## src/rtl/ac_motor_pwm_compare.sv

```systemverilog
// Multi-phase PWM comparator: shadowed sine references against the shared
// triangle carrier, with per-half-bridge dead-time sequencing.
module ac_motor_pwm_compare #(
  parameter int PHASES    = 3,
  parameter int CARRIER_W = 25,
  parameter int REF_W     = 24,
  parameter int DT_W      = 8
) (
  input  logic                      clk,
  input  logic                      reset,
  input  logic                      enable,
  input  logic                      dir_ccw,
  input  logic [CARRIER_W-1:0]      carrier,
  input  logic                      carrier_peak,
  input  logic                      carrier_valley,
  input  logic [PHASES*REF_W-1:0]   refs,
  input  logic [DT_W-1:0]           dead_time,
  input  logic                      update_req,
  output logic                      update_ack,
  output logic [PHASES-1:0]         hi,
  output logic [PHASES-1:0]         lo,
  output logic [PHASES-1:0]         en
);

  typedef enum logic [2:0] {
    OFF,
    WAIT,
    LO_ON,
    DT_RISE,
    HI_ON,
    DT_FALL
  } state_t;

  logic pending;
  logic load;
  logic enable_q;

  assign load = (pending | update_req) & (carrier_peak | carrier_valley);

  always_ff @(posedge clk or posedge reset) begin
    if (reset) begin
      pending    <= 1'b0;
      update_ack <= 1'b0;
      enable_q   <= 1'b0;
    end else begin
      pending    <= load ? 1'b0 : (pending | update_req);
      update_ack <= load;
      enable_q   <= enable;
    end
  end

  for (genvar g = 0; g < PHASES; g++) begin : g_ch
    // Counter-clockwise rotation swaps phases 1 and 2 at load time.
    localparam int ALT = (PHASES >= 3) ?
      ((g == 1) ? 2 : (g == 2) ? 1 : g) : g;

    logic [REF_W-1:0]            ref_sel;
    logic signed [REF_W-1:0]     shadow;
    logic signed [CARRIER_W-1:0] ref_ext;
    logic                        demand_q;
    state_t                      state;
    state_t                      state_nxt;
    logic [DT_W-1:0]             cnt;
    logic [DT_W-1:0]             cnt_nxt;
    logic                        hi_q;
    logic                        lo_q;
    logic                        en_q;

    assign ref_sel = dir_ccw ? refs[ALT*REF_W +: REF_W]
                             : refs[g*REF_W +: REF_W];
    assign ref_ext = CARRIER_W'(shadow);

    always_ff @(posedge clk or posedge reset) begin
      if (reset) begin
        shadow   <= '0;
        demand_q <= 1'b0;
      end else begin
        if (load) shadow <= ref_sel;
        demand_q <= ref_ext > $signed(carrier);
      end
    end

    always_comb begin
      state_nxt = state;
      cnt_nxt   = cnt;
      unique case (state)
        OFF: begin
          if (enable_q) begin
            state_nxt = WAIT;
            cnt_nxt   = dead_time;
          end
        end
        WAIT, DT_RISE, DT_FALL: begin
          if (cnt != '0) cnt_nxt = cnt - DT_W'(1);
          else state_nxt = demand_q ? HI_ON : LO_ON;
        end
        LO_ON: begin
          if (demand_q) begin
            state_nxt = DT_RISE;
            cnt_nxt   = dead_time;
          end
        end
        HI_ON: begin
          if (!demand_q) begin
            state_nxt = DT_FALL;
            cnt_nxt   = dead_time;
          end
        end
        default: state_nxt = OFF;
      endcase
      if (!enable_q) state_nxt = OFF;
    end

    // Gate drives are decoded from the next state so they are registered
    // alongside the state and can never overlap.
    always_ff @(posedge clk or posedge reset) begin
      if (reset) begin
        state <= OFF;
        cnt   <= '0;
        hi_q  <= 1'b0;
        lo_q  <= 1'b0;
        en_q  <= 1'b0;
      end else begin
        state <= state_nxt;
        cnt   <= cnt_nxt;
        hi_q  <= state_nxt == HI_ON;
        lo_q  <= state_nxt == LO_ON;
        en_q  <= state_nxt != OFF;
      end
    end

    assign hi[g] = hi_q;
    assign lo[g] = lo_q;
    assign en[g] = en_q;
  end

endmodule

```

## config.mk

```make
export PLATFORM = sky130hd
export DESIGN_NAME = ac_motor_pwm_compare
export DESIGN_NICKNAME = d
export VERILOG_FILES = /design/src/rtl/ac_motor_pwm_compare.sv
export SDC_FILE = /design/constraint.sdc
export NUM_CORES = 1
export LEC_CHECK = 0
export CAP_MARGIN = 25
export CORE_UTILIZATION = 49
export CTS_CLUSTER_SIZE = 24
export DETAILED_ROUTE_END_ITERATION = 10
export GPL_TIMING_DRIVEN = 0
export MAX_ROUTING_LAYER = met4
export PLACE_DENSITY = 0.77
export SYNTH_ARGS = -nofsm -noshare
export SYNTH_HDL_FRONTEND = slang
export SYNTH_SLANG_ARGS = --single-unit
```

## constraint.sdc

```tcl
create_clock -name clk -period 4.5 [get_ports clk]
set_clock_uncertainty 0.2 [all_clocks]
set_input_delay 1.35 -clock clk [delete_from_list [all_inputs] [get_ports clk]]
set_output_delay 1.35 -clock clk [all_outputs]
set_load 0.02 [all_outputs]
```

# ---- After elaboration in Yosys (flattened, before gate mapping)
# Cells that the tools add are included.
# Widths: inputs -> output; s select.
dict set report word_totals {
  input_bits 112
  latchBits 0
  memories 0
  ff_bits 120
  ram_bits 0
  mem_bits_ro 0
}
dict set report op_classes {
  multipliers 0
  add_sub_neg 3
  n_lt_le_gt_ge 3
  reduce_logical 18
  bitwise_logic 3
  n_eq_ne 33
  n_mux 34
  div 0
  n_shift 0
}
# cell n
set ops {}
lappend ops {{$pmux 8 s4} 3}
lappend ops {{$mux 8} 10}
lappend ops {{$gt 24x25->1} 3}
lappend ops {{$mux 24} 2}
lappend ops {{$mux 3} 15}
lappend ops {{$pmux 3 s4} 3}
lappend ops {{$eq 3x2->1 const B} 9}
lappend ops {{$eq 3x3->1 const B} 9}
lappend ops {{$ne 2x2->1 const B} 12}
lappend ops {{$reduce_bool 8->1} 3}
lappend ops {{$sub 8x1->8 const B} 3}
lappend ops {{$reduce_and 5->1} 3}
lappend ops {{$reduce_bool 4->1} 3}
lappend ops {{$eq 3x1->1 const B} 3}
lappend ops {{$logic_not 3->1} 3}
lappend ops {{$reduce_bool 3->1} 3}
lappend ops {{$reduce_or 3->1} 3}
lappend ops {{$or 1x1->1} 2}
lappend ops {{$and 1x1->1} 1}
lappend ops {{$mux 1} 1}

# ---- Logic depth before layout (Yosys ltp)
# Gate-level depths: netlist of run 1.
dict set report depth {
  depth_word 5
  mapped_depth 8
  depth_no_buf 7
}

# ---- Least setup slack after synthesis of run 1
# OpenSTA, ideal clock, no wires.
dict set report synth_path {
  kind {input -> register}
  startpoint {input port carrier[14]}
  endpoint {register g_ch[2].demand_q}
  cell_stages 7
  setup_time_ns 0.082
  arrival_time_ns 2.639
  slack_ns 1.579
  path_cell_list {inv_1 > ha_1 > a21o_1 > a21oi_1 > or3b_2 > a31o_2 > a31oi_1}
}
dict set report synth_via {
  elab_chain_cells 1
}
# element line_no
set synth_rtl {}
lappend synth_rtl {{from (decl)} 13} ;# input logic [CARRIER_W-1:0] carrier,
lappend synth_rtl {{$gt 24x25->1} 79} ;# demand_q <= ref_ext > $signed(carrier);
lappend synth_rtl {{to (signal assigned)} 79}
lappend synth_rtl {{to (decl)} 60} ;# logic demand_q;
# Every way passes these cells.
# A chain may end at the register's enable or synchronous reset.

# ---- Worst setup path after layout of run 1
dict set report layout_path {
  startpoint {input port carrier[15]}
  endpoint {register g_ch[1].demand_q}
}
dict set report layout_via {
  elab_chain_cells 1
}
# element line_no
set layout_rtl {}
lappend layout_rtl {{$gt 24x25->1} 79}
lappend layout_rtl {{to (signal assigned)} 79}
lappend layout_rtl {{to (decl)} 60}
# Every way passes these cells.

==> metrics.cfg, run 1 <==
[timing]
finalCritPeriodShare = 0.840
setup_violations = 0
rsz0062_at_grt = false
setup_tns_ns = 0
hold_viol_final = 0
period_minus_slack_ns = 3.78
slew_headroom = 0.403
slew_viol_final = 0
hold_ws_ns = 0.280
tightest_slew_ns = 0.894
fmax_mhz = 265

[cts]
clk_pin_slew_ns = 0.06
cts_setup_buffers = 0
cts_resized = 0
cts_buffers = 17
clkSinkCount = 120
cts_hold_buf = 0
clk_latency_ns = 0.42
cts_tree = done
clk_path_buf_depth = 2
ctsHtreeMaxLevel = 4
root_buffer = clkbuf_16

[setup_path]
arrival_ns = 3.85
cp-end-kind = flip-flop
crit_type = in -> reg
start_kind = primary input
crit_fanout = 3
ff2ff_path_depth = 6
crit_required_ns = 4.57

[synth]
synth_xor_area_frac = 0
synth_simple_gate_area_frac = 0.182
synth-compound-area-share = 0.156
synthArstFlopShare = 1.00
ys_ff_latch = 120
synthAdderAreaFrac = 0.136
syn_area_sq_um = 7350
synth_cell_types = 58
muxShareOfSynthArea = 0.0681
netlist_instances = 811
avgSynthCellArea_sq_um = 9.06
synth_nets = 1003
synth_top_family_by_area = simple AND/OR/NAND/NOR gates
ys_warn_count = 0
synth_edf_count = 0
yosysSeqAreaShare = 0.409
synth_ff_type = dfrtp_1

[final_layout]
layout-drive-gt1-share = 0.0642
area_delta_synth_final_pct = 28.2
final_common_cell = nand2_1
nets = 1144
postLayoutCellArea_sq_um = 9420
num-fill-cells = 1220
fin_cells = 1150
fin_util = 0.646
most-common-layout-cells = 142 x nand2_1, 120 x dfrtp_1, 120 x clkdlybuf4s50_1

[routing]
vias = 6466
vias_per_cell = 5.62
wirelength_mm = 19.1
wl_per_cell_um = 16.6
drc = 0
ant_nets = 0
drt_first_pass_iters = 5
drtIter0Drc = 353

[die]
start_util = 0.504
die_area_sq_um = 15500
ios = 122
core_area_sq_um = 14600
die-width_um = 124
die_h_um = 124
rows = 44

[power_and_ir_drop]
powerDensity_nw_per_um2 = 381
peakVddDrop_mv = 0.315
p_leak_nw = 4.43

[grt]
grt.met1_usage = 0.305
grt_start_max_net_pins = 44
grt_use_met2 = 0.452
first_global_vias = 6527
grtUsageTotal = 0.263
busiest_layer = met2
met3_usage = 0.0576
grt_pass1_wl_mm = 31.4
grt-ovfl-total = 0
antenna_found_initial = 1

[placement]
routabilityCongestion = 0.870
hpwl_mm = 14.3
dp_cells = 1117
io_buffers = 120
dpl_cell_area_sq_um = 8820

[hold_path]
hold_path_depth = 2
hold_path.class = reg -> reg

[run]
max-cap-violations = 0

[outcome]
status = finished clean

[metrics by stage]
step	total power (W)	setup slack (ns)
floorplan	0.00189	1.48
global placement	0.00216	0.316
detailed placement	0.00220	0.393
CTS	0.00360	0.765
global route	0.00377	0.652
finish	0.00359	0.720
[Yosys cell counts (15+ instances only)]
library cell	instances	area share
dfrtp_1	120	0.41
clkbuf_1	17	0.0087
mux2i_1	50	0.068
nand3_1	15	0.010
inv_1	42	0.021
nand2_1	142	0.073
o21ai_1	15	0.010
ha_1	80	0.14
nor3_1	19	0.013
a21oi_1	46	0.031
nor2_1	48	0.025
nand4_1	16	0.014
o21ai_0	79	0.054
[routing by layer]
metal / vias up / part of all wire
met1: 3081 / 0.43
met3: 39 / 0.044
met4: 0 / 0.023
li1: 3150 / -
met5: - / 0
met2: 196 / 0.51
[state kept, by name, indices dropped and copies added, names as in the netlist]
register	flops
g_ch.lo_q	3
g_ch.demand_q	3
g_ch.shadow	72
g_ch.state	9
g_ch.en_q	3
update_ack	1
enable_q	1
pending	1
g_ch.hi_q	3
g_ch.cnt	24
[where the power goes]
group | switching, W | total [W] | internal (W) | leakage, nW
logic | 0.000446 | 0.000826 | 0.000380 | 2.66
clock network | 0.000504 | 0.00139 | 0.000883 | 0.290
registers | 0.000138 | 0.00138 | 0.00124 | 1.48
total | 0.00109 | 0.00359 | 0.00250 | 4.43
[logic make-up (layout without fill, tap and decap cells)]
group                      count (synthesis)  after routing
other                                      0              1
muxes                                     50             50
and+or+nand+nor                          284            284
adders and majority gates                 80             80
DFF                                      120            120
buffers and inverters                     82            236
AOI/OAI and AO/OA                        195            195
[worst paths after layout]
kind / end / slack (ns) / from
worst max-delay path: g_ch[1].demand_q / 0.72 / carrier[15]
worst min-delay path: g_ch[0].shadow[19] / 0.28 / g_ch[0].shadow[19]
worst max register to register: g_ch[1].demand_q / 1.84 / g_ch[1].shadow[16]
worst min register to register: g_ch[0].shadow[19] / 0.28 / g_ch[0].shadow[19]
max in group asynchronous: g_ch[1].shadow[11] / 2.14 / reset
min in group asynchronous: g_ch[2].lo_q / 1.26 / reset
[area by class of cell]
class	count	area, sq um	share of cell area
multi-input combinational	609	3990	0.423
sequential	120	3000	0.319
timing repair buffer	122	1240	0.132
clock buffer	20	447	0.0474
tap	184	230	0.0244
buffer	39	199	0.0211
inverter	43	165	0.0175
clock inverter	12	151	0.0161
antenna	1	2.50	0.000266
[worst max-delay path, cell delays in order]
cell and delay (ns):
clkdlybuf4s50_1 0.46, inv_1 0.10, ha_1 0.31, nand4_1 0.19, nor4_1 0.61, o31ai_1 0.23, and4b_1 0.23, o21ai_0 0.37
Note: power is estimated with default switching activity, not from simulation.
==> inputs of run 2 (changes only) <==
==> constraint.sdc (replaced) <==
create_clock -name clk -period 3.4 [get_ports clk]
set_clock_uncertainty 0.2 [all_clocks]
set_input_delay 1.02 -clock clk [delete_from_list [all_inputs] [get_ports clk]]
set_output_delay 1.02 -clock clk [all_outputs]
set_load 0.02 [all_outputs]
==> run 2 against run 1 <==
Net effect:
- sequential share of layout area is essentially flat
- total power grew 33%
- core utilization is essentially flat
- critical path type unchanged
- critical endpoint unchanged
- combinational power grew 33%
==> metrics.cfg, run 2 (same netlist as run 1, synthesis figures left out) <==
[routing]
wl_per_cell_um = 16.7
drc = 0
wirelength_mm = 19.2
ant_nets = 0
drtIter0Drc = 358
vias = 6477
vias_per_cell = 5.63
drt_first_pass_iters = 5

[cts]
clk_latency_ns = 0.42
clk_pin_slew_ns = 0.06
clk_path_buf_depth = 2
ctsHtreeMaxLevel = 4
clkSinkCount = 120
cts_resized = 1
cts_setup_buffers = 0
root_buffer = clkbuf_16
cts_buffers = 17
cts_hold_buf = 0
cts_tree = done

[die]
rows = 44
die-width_um = 124
core_area_sq_um = 14600
die_h_um = 124
die_area_sq_um = 15500
start_util = 0.504
ios = 122

[final_layout]
postLayoutCellArea_sq_um = 9430
fin_util = 0.646
area_delta_synth_final_pct = 28.3
most-common-layout-cells = 142 x nand2_1, 120 x dfrtp_1, 120 x clkdlybuf4s50_1
layout-drive-gt1-share = 0.0653
nets = 1144
largest_reg_flops = 72
reg_top3 = g_ch.shadow (72), g_ch.cnt (24), g_ch.state (9)
largest_register = g_ch.shadow
final_common_cell = nand2_1
num-fill-cells = 1219
seq_area_sq_um = 3000
multi_input_area_sq_um = 3990

[timing]
setup_violations = 0
fmax_mhz = 304
finalCritPeriodShare = 0.967
period_minus_slack_ns = 3.29
slew_viol_final = 0
tightest_slew_ns = 0.902
slew_headroom = 0.397
setup_slack_ns = 0.113
rsz0062_at_grt = false
hold_viol_final = 0

[placement]
dpl_worst_slack_ns = -0.377
routabilityCongestion = 0.870
dpl_cell_area_sq_um = 8820
hpwl_mm = 14.3
io_buffers = 120

[setup_path]
cp-end-kind = flip-flop
start_kind = primary input
crit_fanout = 3
crit_type = in -> reg
crit_required_ns = 3.47
arrival_ns = 3.36

[power_and_ir_drop]
peakVddDrop_mv = 0.419
powerDensity_nw_per_um2 = 504
p_leak_nw = 4.43

[outcome]
status = finished clean

[grt]
grt-ovfl-total = 0
grt_start_max_net_pins = 44
antenna_found_initial = 1
grt_pass1_wl_mm = 31.4
first_global_vias = 6547
grtUsageTotal = 0.263

[hold_path]
hold_path.class = reg -> reg

[run]
max-cap-violations = 0

## run 2: cell counts in the layout (fill, tap and decap cells not counted)
Identical to the previous run, type by type.
## run 2: area by class of cell
class                   instances  share of cell area
inverters                      43              0.0175
diodes                          1            0.000265
multi-input cells             609               0.423
clock buffers                  20              0.0474
well taps                     184              0.0244
flip-flops and latches        120               0.318
plain buffers                  39              0.0211
repair buffers                122               0.132
clock inverters                12              0.0161
## run 2: where the power goes
| group | switching [W] | total (W) | internal (W) |
|---|---|---|---|
| Sequential | 0.000184 | 0.00182 | 0.00164 |
| Combinational | 0.000593 | 0.00110 | 0.000503 |
| Clock | 0.000671 | 0.00184 | 0.00117 |
| Total | 0.00145 | 0.00476 | 0.00331 |
## run 2: worst paths after layout
kind,from,to,slack [ns],depth (start not counted)
min in group asynchronous,reset,g_ch[2].lo_q,0.93,2
max reg2reg,g_ch[1].shadow[15],g_ch[1].demand_q,0.90,6
max,carrier[15],g_ch[1].demand_q,0.11,8
min reg2reg,g_ch[0].shadow[19],g_ch[0].shadow[19],0.28,2
max in group asynchronous,reset,g_ch[2].shadow[8],1.37,3
min,g_ch[0].shadow[19],g_ch[0].shadow[19],0.28,2
## run 2: through the flow
step	cells	hold slack (ns)	setup TNS [ns]	power, W
6_report	1150	0.281	0	0.00476
5_1_grt	1150	0.306	0	0.00499
4_1_cts	1149	0.284	0	0.00476
3_5_place_dp	1117	0.270	-0.377	0.00291
3_3_place_gp	1115	0.264	-53.84	0.00286
2_1_floorplan	811	0.250	0	0.00251
## run 2: layer usage
| layer | part of all wire | wire length [um] | up-vias | track usage |
|---|---|---|---|---|
| li1 | - | - | 3149 | - |
| met1 | 0.43 | 8160 | 3096 | 0.304 |
| met2 | 0.51 | 9740 | 188 | 0.451 |
| met3 | 0.043 | 815 | 44 | 0.0606 |
| met4 | 0.023 | 437 | 0 | 0.0858 |
| met5 | 0 | 0 | - | - |
## run 2: worst max-delay path, stage by stage
cell and delay [ns]:
clkdlybuf4s50_1 0.46, inv_1 0.10, ha_1 0.31, nand4_1 0.22, nor4_2 0.47, o31ai_1 0.20, and4b_1 0.21, o21ai_0 0.37
